<file path="src/rtl/nvram_upload_responder_if.sv">
// Bus bundle between the HPS ioctl upload path, the game RAM arbiter and
// nvram_upload_responder.
//   ioctl_upload/index/rd/addr : HPS read request side (into the responder)
//   ioctl_din/wait             : read data and stall back to hps_io
//   mem_req/addr               : request to the shared RAM arbiter
//   mem_gnt/q                  : arbiter grant and RAM read data
// The master modport is the environment (HPS + arbiter); the slave modport is
// the responder.
interface nvram_upload_responder_if #(
    parameter int unsigned ADDR_W = 10
);
    logic              ioctl_upload;
    logic [7:0]        ioctl_index;
    logic              ioctl_rd;
    logic [24:0]       ioctl_addr;
    logic [7:0]        ioctl_din;
    logic              ioctl_wait;
    logic              mem_req;
    logic [ADDR_W-1:0] mem_addr;
    logic              mem_gnt;
    logic [7:0]        mem_q;

    modport master (
        output ioctl_upload, ioctl_index, ioctl_rd, ioctl_addr, mem_gnt, mem_q,
        input  ioctl_din, ioctl_wait, mem_req, mem_addr
    );

    modport slave (
        input  ioctl_upload, ioctl_index, ioctl_rd, ioctl_addr, mem_gnt, mem_q,
        output ioctl_din, ioctl_wait, mem_req, mem_addr
    );
endinterface

</file>
<file path="src/rtl/nvram_upload_responder.sv">
// Serves HPS ioctl upload (read-back) requests for one ioctl_index, fetching
// each byte from game RAM through a request/grant port shared with the CPU and
// stalling the HPS with ioctl_wait until the byte is on ioctl_din.
//   clk_sys : system clock
//   reset   : synchronous, active-high
//   bus     : ioctl + RAM arbiter signals (slave side)
//   busy    : high whenever the FSM is not idle
//   done    : one-cycle pulse after an upload that served at least one byte ends
module nvram_upload_responder #(
    parameter logic [7:0]  INDEX  = 8'd4,
    parameter int unsigned ADDR_W = 10,
    parameter int unsigned SIZE   = 1024,
    parameter int unsigned RD_LAT = 1
) (
    input  logic                    clk_sys,
    input  logic                    reset,
    nvram_upload_responder_if.slave bus,
    output logic                    busy,
    output logic                    done
);
    typedef enum logic [1:0] {IDLE, REQ, LAT, CAP} state_t;

    localparam logic [24:0] SIZE_W   = 25'(SIZE);
    localparam logic [1:0]  LAT_INIT = 2'(RD_LAT - 1);

    state_t            state_q, state_d;
    logic [ADDR_W-1:0] addr_q, addr_d;
    logic [7:0]        din_q, din_d;
    logic [1:0]        cnt_q, cnt_d;
    logic              wait_q, wait_d;
    logic              req_q, req_d;
    logic              busy_q, busy_d;
    logic              done_q, done_d;
    logic              served_q, served_d;
    logic              sel_prev_q;
    logic              sel;

    assign sel = bus.ioctl_upload && (bus.ioctl_index == INDEX);

    always_comb begin
        state_d  = state_q;
        addr_d   = addr_q;
        din_d    = din_q;
        cnt_d    = cnt_q;
        wait_d   = wait_q;
        req_d    = req_q;
        served_d = served_q;
        done_d   = 1'b0;

        // End of upload: report whether anything was served, then forget it.
        if (sel_prev_q && !sel) begin
            done_d   = served_q;
            served_d = 1'b0;
        end

        // Losing sel aborts any read in flight; din keeps its old value.
        if (!sel) begin
            state_d = IDLE;
            req_d   = 1'b0;
            wait_d  = 1'b0;
        end else begin
            unique case (state_q)
                IDLE: begin
                    if (bus.ioctl_rd) begin
                        if (bus.ioctl_addr < SIZE_W) begin
                            addr_d  = bus.ioctl_addr[ADDR_W-1:0];
                            req_d   = 1'b1;
                            wait_d  = 1'b1;
                            state_d = REQ;
                        end else begin
                            din_d = 8'hFF;
                        end
                    end
                end
                REQ: begin
                    if (bus.mem_gnt) begin
                        req_d   = 1'b0;
                        cnt_d   = LAT_INIT;
                        state_d = (RD_LAT > 1) ? LAT : CAP;
                    end
                end
                LAT: begin
                    cnt_d = cnt_q - 2'd1;
                    if (cnt_q == 2'd1) begin
                        state_d = CAP;
                    end
                end
                CAP: begin
                    din_d    = bus.mem_q;
                    wait_d   = 1'b0;
                    served_d = 1'b1;
                    state_d  = IDLE;
                end
                default: state_d = IDLE;
            endcase
        end

        busy_d = (state_d != IDLE);
    end

    always_ff @(posedge clk_sys) begin
        if (reset) begin
            state_q    <= IDLE;
            addr_q     <= '0;
            din_q      <= '0;
            cnt_q      <= '0;
            wait_q     <= 1'b0;
            req_q      <= 1'b0;
            busy_q     <= 1'b0;
            done_q     <= 1'b0;
            served_q   <= 1'b0;
            sel_prev_q <= 1'b0;
        end else begin
            state_q    <= state_d;
            addr_q     <= addr_d;
            din_q      <= din_d;
            cnt_q      <= cnt_d;
            wait_q     <= wait_d;
            req_q      <= req_d;
            busy_q     <= busy_d;
            done_q     <= done_d;
            served_q   <= served_d;
            sel_prev_q <= sel;
        end
    end

    assign bus.ioctl_din  = din_q;
    assign bus.ioctl_wait = wait_q;
    assign bus.mem_req    = req_q;
    assign bus.mem_addr   = addr_q;
    assign busy           = busy_q;
    assign done           = done_q;
endmodule

</file>
<file path="src/flat_wrapper.sv">
// flat-port wrapper written by rule: the top's interface ports become plain ports
module nvram_upload_responder_flat 
#(
    parameter logic [7:0]  INDEX  = 8'd4,
    parameter int unsigned ADDR_W = 10,
    parameter int unsigned SIZE   = 1024,
    parameter int unsigned RD_LAT = 1
)
  (clk_sys, reset, busy, done, bus_ioctl_upload, bus_ioctl_index, bus_ioctl_rd, bus_ioctl_addr, bus_mem_gnt, bus_mem_q, bus_ioctl_din, bus_ioctl_wait, bus_mem_req, bus_mem_addr);
  nvram_upload_responder_if #(.ADDR_W(ADDR_W)) bus_i ();
  input  logic clk_sys;
  input  logic reset;
  output logic busy;
  output logic done;
  input wire logic [$bits(bus_i.ioctl_upload)-1:0] bus_ioctl_upload;
  input wire logic [$bits(bus_i.ioctl_index)-1:0] bus_ioctl_index;
  input wire logic [$bits(bus_i.ioctl_rd)-1:0] bus_ioctl_rd;
  input wire logic [$bits(bus_i.ioctl_addr)-1:0] bus_ioctl_addr;
  input wire logic [$bits(bus_i.mem_gnt)-1:0] bus_mem_gnt;
  input wire logic [$bits(bus_i.mem_q)-1:0] bus_mem_q;
  output wire logic [$bits(bus_i.ioctl_din)-1:0] bus_ioctl_din;
  output wire logic [$bits(bus_i.ioctl_wait)-1:0] bus_ioctl_wait;
  output wire logic [$bits(bus_i.mem_req)-1:0] bus_mem_req;
  output wire logic [$bits(bus_i.mem_addr)-1:0] bus_mem_addr;
  assign bus_i.ioctl_upload = bus_ioctl_upload;
  assign bus_i.ioctl_index = bus_ioctl_index;
  assign bus_i.ioctl_rd = bus_ioctl_rd;
  assign bus_i.ioctl_addr = bus_ioctl_addr;
  assign bus_i.mem_gnt = bus_mem_gnt;
  assign bus_i.mem_q = bus_mem_q;
  assign bus_ioctl_din = bus_i.ioctl_din;
  assign bus_ioctl_wait = bus_i.ioctl_wait;
  assign bus_mem_req = bus_i.mem_req;
  assign bus_mem_addr = bus_i.mem_addr;
  nvram_upload_responder #(.INDEX(INDEX), .ADDR_W(ADDR_W), .SIZE(SIZE), .RD_LAT(RD_LAT)) u_core (.clk_sys(clk_sys), .reset(reset), .bus(bus_i), .busy(busy), .done(done));
endmodule
</file>
<file path="config.mk">
export PLATFORM = sky130hd
export DESIGN_NAME = nvram_upload_responder_flat
export DESIGN_NICKNAME = d
export VERILOG_FILES = /design/src/rtl/nvram_upload_responder_if.sv /design/src/rtl/nvram_upload_responder.sv /design/src/flat_wrapper.sv
export SDC_FILE = /design/constraint.sdc
export NUM_CORES = 1
export LEC_CHECK = 0
export CORE_UTILIZATION = 60
export DETAILED_ROUTE_END_ITERATION = 8
export DONT_BUFFER_PORTS = 1
export PLACE_DENSITY = 0.81
export SYNTH_ARGS = -nofsm -noshare
export SYNTH_HDL_FRONTEND = slang
export SYNTH_SLANG_ARGS = --single-unit
export TNS_END_PERCENT = 100
</file>
<file path="constraint.sdc">
create_clock -name clk_sys -period 2.1 [get_ports clk_sys]
set_clock_uncertainty 0.2 [all_clocks]
set_input_delay 0 -clock clk_sys [delete_from_list [all_inputs] [get_ports clk_sys]]
set_output_delay 0 -clock clk_sys [all_outputs]
set_load 0.01 [all_outputs]
</file>
==> metrics.md <==
| Metric | Value |
|---|---|
| Number of standard-cell rows in the floorplan | 16 |
| Synthesized Nets | 186 |
| Worst-case setup slack after placement | 0.382 ns |
| Period utilization | 94.9% |
| Kind of cell adding the most delay to the critical path | buffers and inverters |
| Final-report setup violation count | 0 |
| Mean instance size in the synthesized netlist | 9.23 um^2 |
| CTS root buf | sky130_fd_sc_hd__clkbuf_4 |
| Routability-driven placement congestion ratio | 0.834 |
| Number of hold violations in the final report | 0 |
| Max clock buf depth | 2 |
| Diode count | 0 |
| Hold path startpoint | bus_ioctl_addr[19] |
| Die extent in x | 48.2 um |
| Post-route setup TNS | 0 ns |
| Inserted Clock Buffers | 3 |
| Die height | 48.2 um |
| Stage delay of the slowest cell on the critical path | 0.61 ns |
| Cell Area, Synth | 0.00128 mm^2 |
| RSZ-0062 raised after global routing | false |
| Max-cap violations | 0 |
| Max IR drop VDD | 0.000555 V |
| Routed via count divided by cell count | 6.28 |
| Number of buffer and inverter stages on the critical path | 2 |
| Internal reg-to-reg setup slack | 0.15 ns |
| DR WL met3 | 262 um |
| Ratio of cells with drive above 1 in the final layout | 13.3% |
| Type of the worst setup path | primary input to flip-flop |
| Cell count after synthesis | 139 |
| EDFF count, synth | 0 |
| Core region area | 0.00198 mm^2 |
| I/O Pins | 68 |
| Ordered cell list for the critical path | dlygate4sd3_1 -> nor4b_4 -> o2111ai_1 -> dlygate4sd3_1 -> a32oi_1 -> nor2_1 |
| Via count of the first global-routing pass | 1,134 |
| Uppermost layer routed | met4 |
| Time the final worst path needs with I/O delays and setup | 1.99 ns |
| Crit path top cell by count | sky130_fd_sc_hd__dlygate4sd3_1 |
| Vias post-DR | 1,255 |
| GRT Residual Overflow | 0 |
| End of the worst register-to-register path | u_core.cnt_q[1] |
| Post-detailed-placement half-perimeter wirelength | 1930 um |
| Worst reg2reg path startpoint | u_core.state_q[1] |
| Top achievable clock speed | 0.502 GHz |
| Transition at the pin with the smallest max-transition slack | 1.15 ns |
| Portion of the post-synthesis area used by sequential elements | 43.7% |
| Number of remaining DRC errors | 0 |
| End point of the critical path | u_core.cnt_q[1] |
| Number of stages on the worst setup path | 6 |
| Required time at the endpoint of the critical path | 2.09 ns |
| Top fanout value on the critical path | 4 |
| Maximum number of pins on one net before global-route repair | 28 |
| Final Slew Violations | 0 |
| Detailed Route Iter0 Violations | 40 |
| All-layer global routing usage | 29.8% |
| Met2 Wirelength | 1760 um |
| Result of the run | finished clean |
| Worst setup path startpoint | bus_ioctl_index[4] |
| Type of the worst min-delay path | primary input to flip-flop |
| Initial core utilization | 64.7% |
| Worst-skew pair later-pin latency | 0.33 ns |
| Critical path startpoint category | primary input |
| Post-synthesis to final-layout area growth | 34.3% |
| Total detailed-routing wirelength | 3420 um |
| Setup ws final | 0.107 ns |
| Slowest stage cell on the critical path | sky130_fd_sc_hd__dlygate4sd3_1 |
| Endpoint kind of the worst setup timing path | flip-flop |
| Total number of nets in the final design | 221 |
| Number of antenna-violating nets in the routed design | 0 |
| Clock tree from TritonCTS | yes |
| Static Leak | 0.563 nW |
| Port-buffer cells | 0 |
| Share of flip-flops with an asynchronous set or reset after synthesis | 0% |
| Fill cell count | 96 |
| Yosys warns | 0 |
| Detailed-routing wirelength on met1 | 1360 um |
| Crit path arrival time | 1.99 ns |
| Distinct cells, synth | 34 |
| Area of the die | 0.00233 mm^2 |
| H-tree level count | 1 |
| Clk sinks | 28 |
| Clock edge transition at the registers on the reported setup and hold paths | 0.15 ns |
| DR pass1 iterations | 4 |
| First-pass GRT wire length | 4820 um |
| Power density normalized to cell area | 558 mW/mm^2 |
| Flops & latches, synth | 28 |
| Worst reg-to-reg path cell count | 5 |
| Worst slew margin relative to its limit | 23.0% |
| Detail-routed net length per standard cell | 17.1 um |
| Prevailing post-synth register cell | sky130_fd_sc_hd__dfxtp_1 |
| Initial antenna violation count | 0 |
[cell families after synthesis]
| logic type | share of synthesized area [%] |
|---|---|
| AO/OA/AOI/OAI | 25.4 |
| AND/OR/NAND/NOR | 22.9 |
| adder cells (fa/ha/maj) | 0.975 |
| buffers and inverters | 7.02 |
| flip-flops | 43.7 |
[stage by stage]
step	power [W]	util, %	instance area, um^2	cells	hold slack [ns]
final	0.000962	86.9	1720	200	0.0450
after global placement	0.000561	64.9	1290	158	-0.133
after CTS	0.000957	85.2	1690	197	0.0556
after detailed placement	0.000562	64.9	1290	158	-0.131
after global routing	0.000994	86.9	1720	200	0.0442
after floorplan	0.000566	-	1280	139	-0.0492
[worst min-delay path, stage by stage]
cell,delay (ns)
sky130_fd_sc_hd__nor4_1,0.03
sky130_fd_sc_hd__and4_1,0.22
sky130_fd_sc_hd__a22oi_1,0.22
sky130_fd_sc_hd__nor3_1,0.07
[flip-flops by register name (all words and copies together), names as in the netlist]
| signal | cells |
|---|---|
| u_core.bus.ioctl_din | 8 |
| u_core.cnt_q | 2 |
| u_core.served_q | 1 |
| u_core.bus.ioctl_wait | 1 |
| u_core.busy | 1 |
| u_core.bus.mem_req | 1 |
| u_core.done | 1 |
| u_core.sel_prev_q | 1 |
| u_core.state_q | 2 |
| u_core.bus.mem_addr | 10 |
[cell usage in the layout (no fill, tap or decap), drive strengths merged, types with 2 or more instances in the layout]
cell type    Yosys  routed
and2             2       2
nor4             3       3
a21oi           12      12
nand3            2       2
nor3             4       4
a211oi           8       8
dlygate4sd3      0      34
nor2b            2       2
nand4           12      12
buf              4       5
nand2            6       6
nor4b            2       2
dfxtp           28      28
o31ai           10      10
inv             12      12
nor2            11      11
clkbuf           6       3
a31oi            2       2
[routing by layer]
metal	up-vias	track usage, %
li1	587	-
met1	588	35.5
met2	74	54.7
met3	6	5.56
met4	0	7.22
met5	-	0
[worst min path at each step]
stage / cells after the start / slack [ns] / endpoint
2_1_floorplan: 2 / -0.05 / u_core.busy
3_3_place_gp: 1 / -0.13 / u_core.bus.ioctl_din[4]
3_5_place_dp: 1 / -0.13 / u_core.bus.ioctl_din[1]
4_1_cts: 4 / 0.06 / u_core.bus.mem_addr[2]
5_1_grt: 4 / 0.04 / u_core.bus.ioctl_wait
6_report: 4 / 0.05 / u_core.bus.ioctl_wait
[power by group]
group          internal, W  switching (W)  leakage [nW]
combinational    0.0000443      0.0000329         0.310
sequential        0.000532    0.000000234         0.226
clock             0.000193       0.000160        0.0279
total             0.000769       0.000193         0.563
[layout make-up]
cell class,instances,area (um^2),share of cell area (%)
multi-input cells,89,639,37.1
flip-flops and latches,28,562,32.6
repair buffers,40,390,22.7
inverters,12,45.0,2.61
well taps,27,33.8,1.96
clock inverters,1,30.0,1.74
clock buffers,3,22.5,1.31
[synth_stat cells (3+ instances only)]
| master | count | share of area, % |
|---|---|---|
| sky130_fd_sc_hd__inv_1 | 12 | 3.5 |
| sky130_fd_sc_hd__o31ai_1 | 10 | 5.9 |
| sky130_fd_sc_hd__a211oi_2 | 8 | 7.8 |
| sky130_fd_sc_hd__clkbuf_1 | 6 | 1.8 |
| sky130_fd_sc_hd__nor3_1 | 3 | 1.2 |
| sky130_fd_sc_hd__nand4_1 | 12 | 5.9 |
| sky130_fd_sc_hd__buf_2 | 3 | 1.2 |
| sky130_fd_sc_hd__nand2_1 | 6 | 1.8 |
| sky130_fd_sc_hd__nor2_1 | 11 | 3.2 |
| sky130_fd_sc_hd__nor4_1 | 3 | 1.5 |
| sky130_fd_sc_hd__a21oi_1 | 12 | 4.7 |
| sky130_fd_sc_hd__dfxtp_1 | 28 | 44 |
[what timing repair did]
item	CTS	global route
endpoints found under the hold margin	28	0
buffers inserted	0	3
hold buffers	35	0
resized for setup	0	4
endpoints found under the setup margin	0	5
Power figures use the tool's default switching activity.
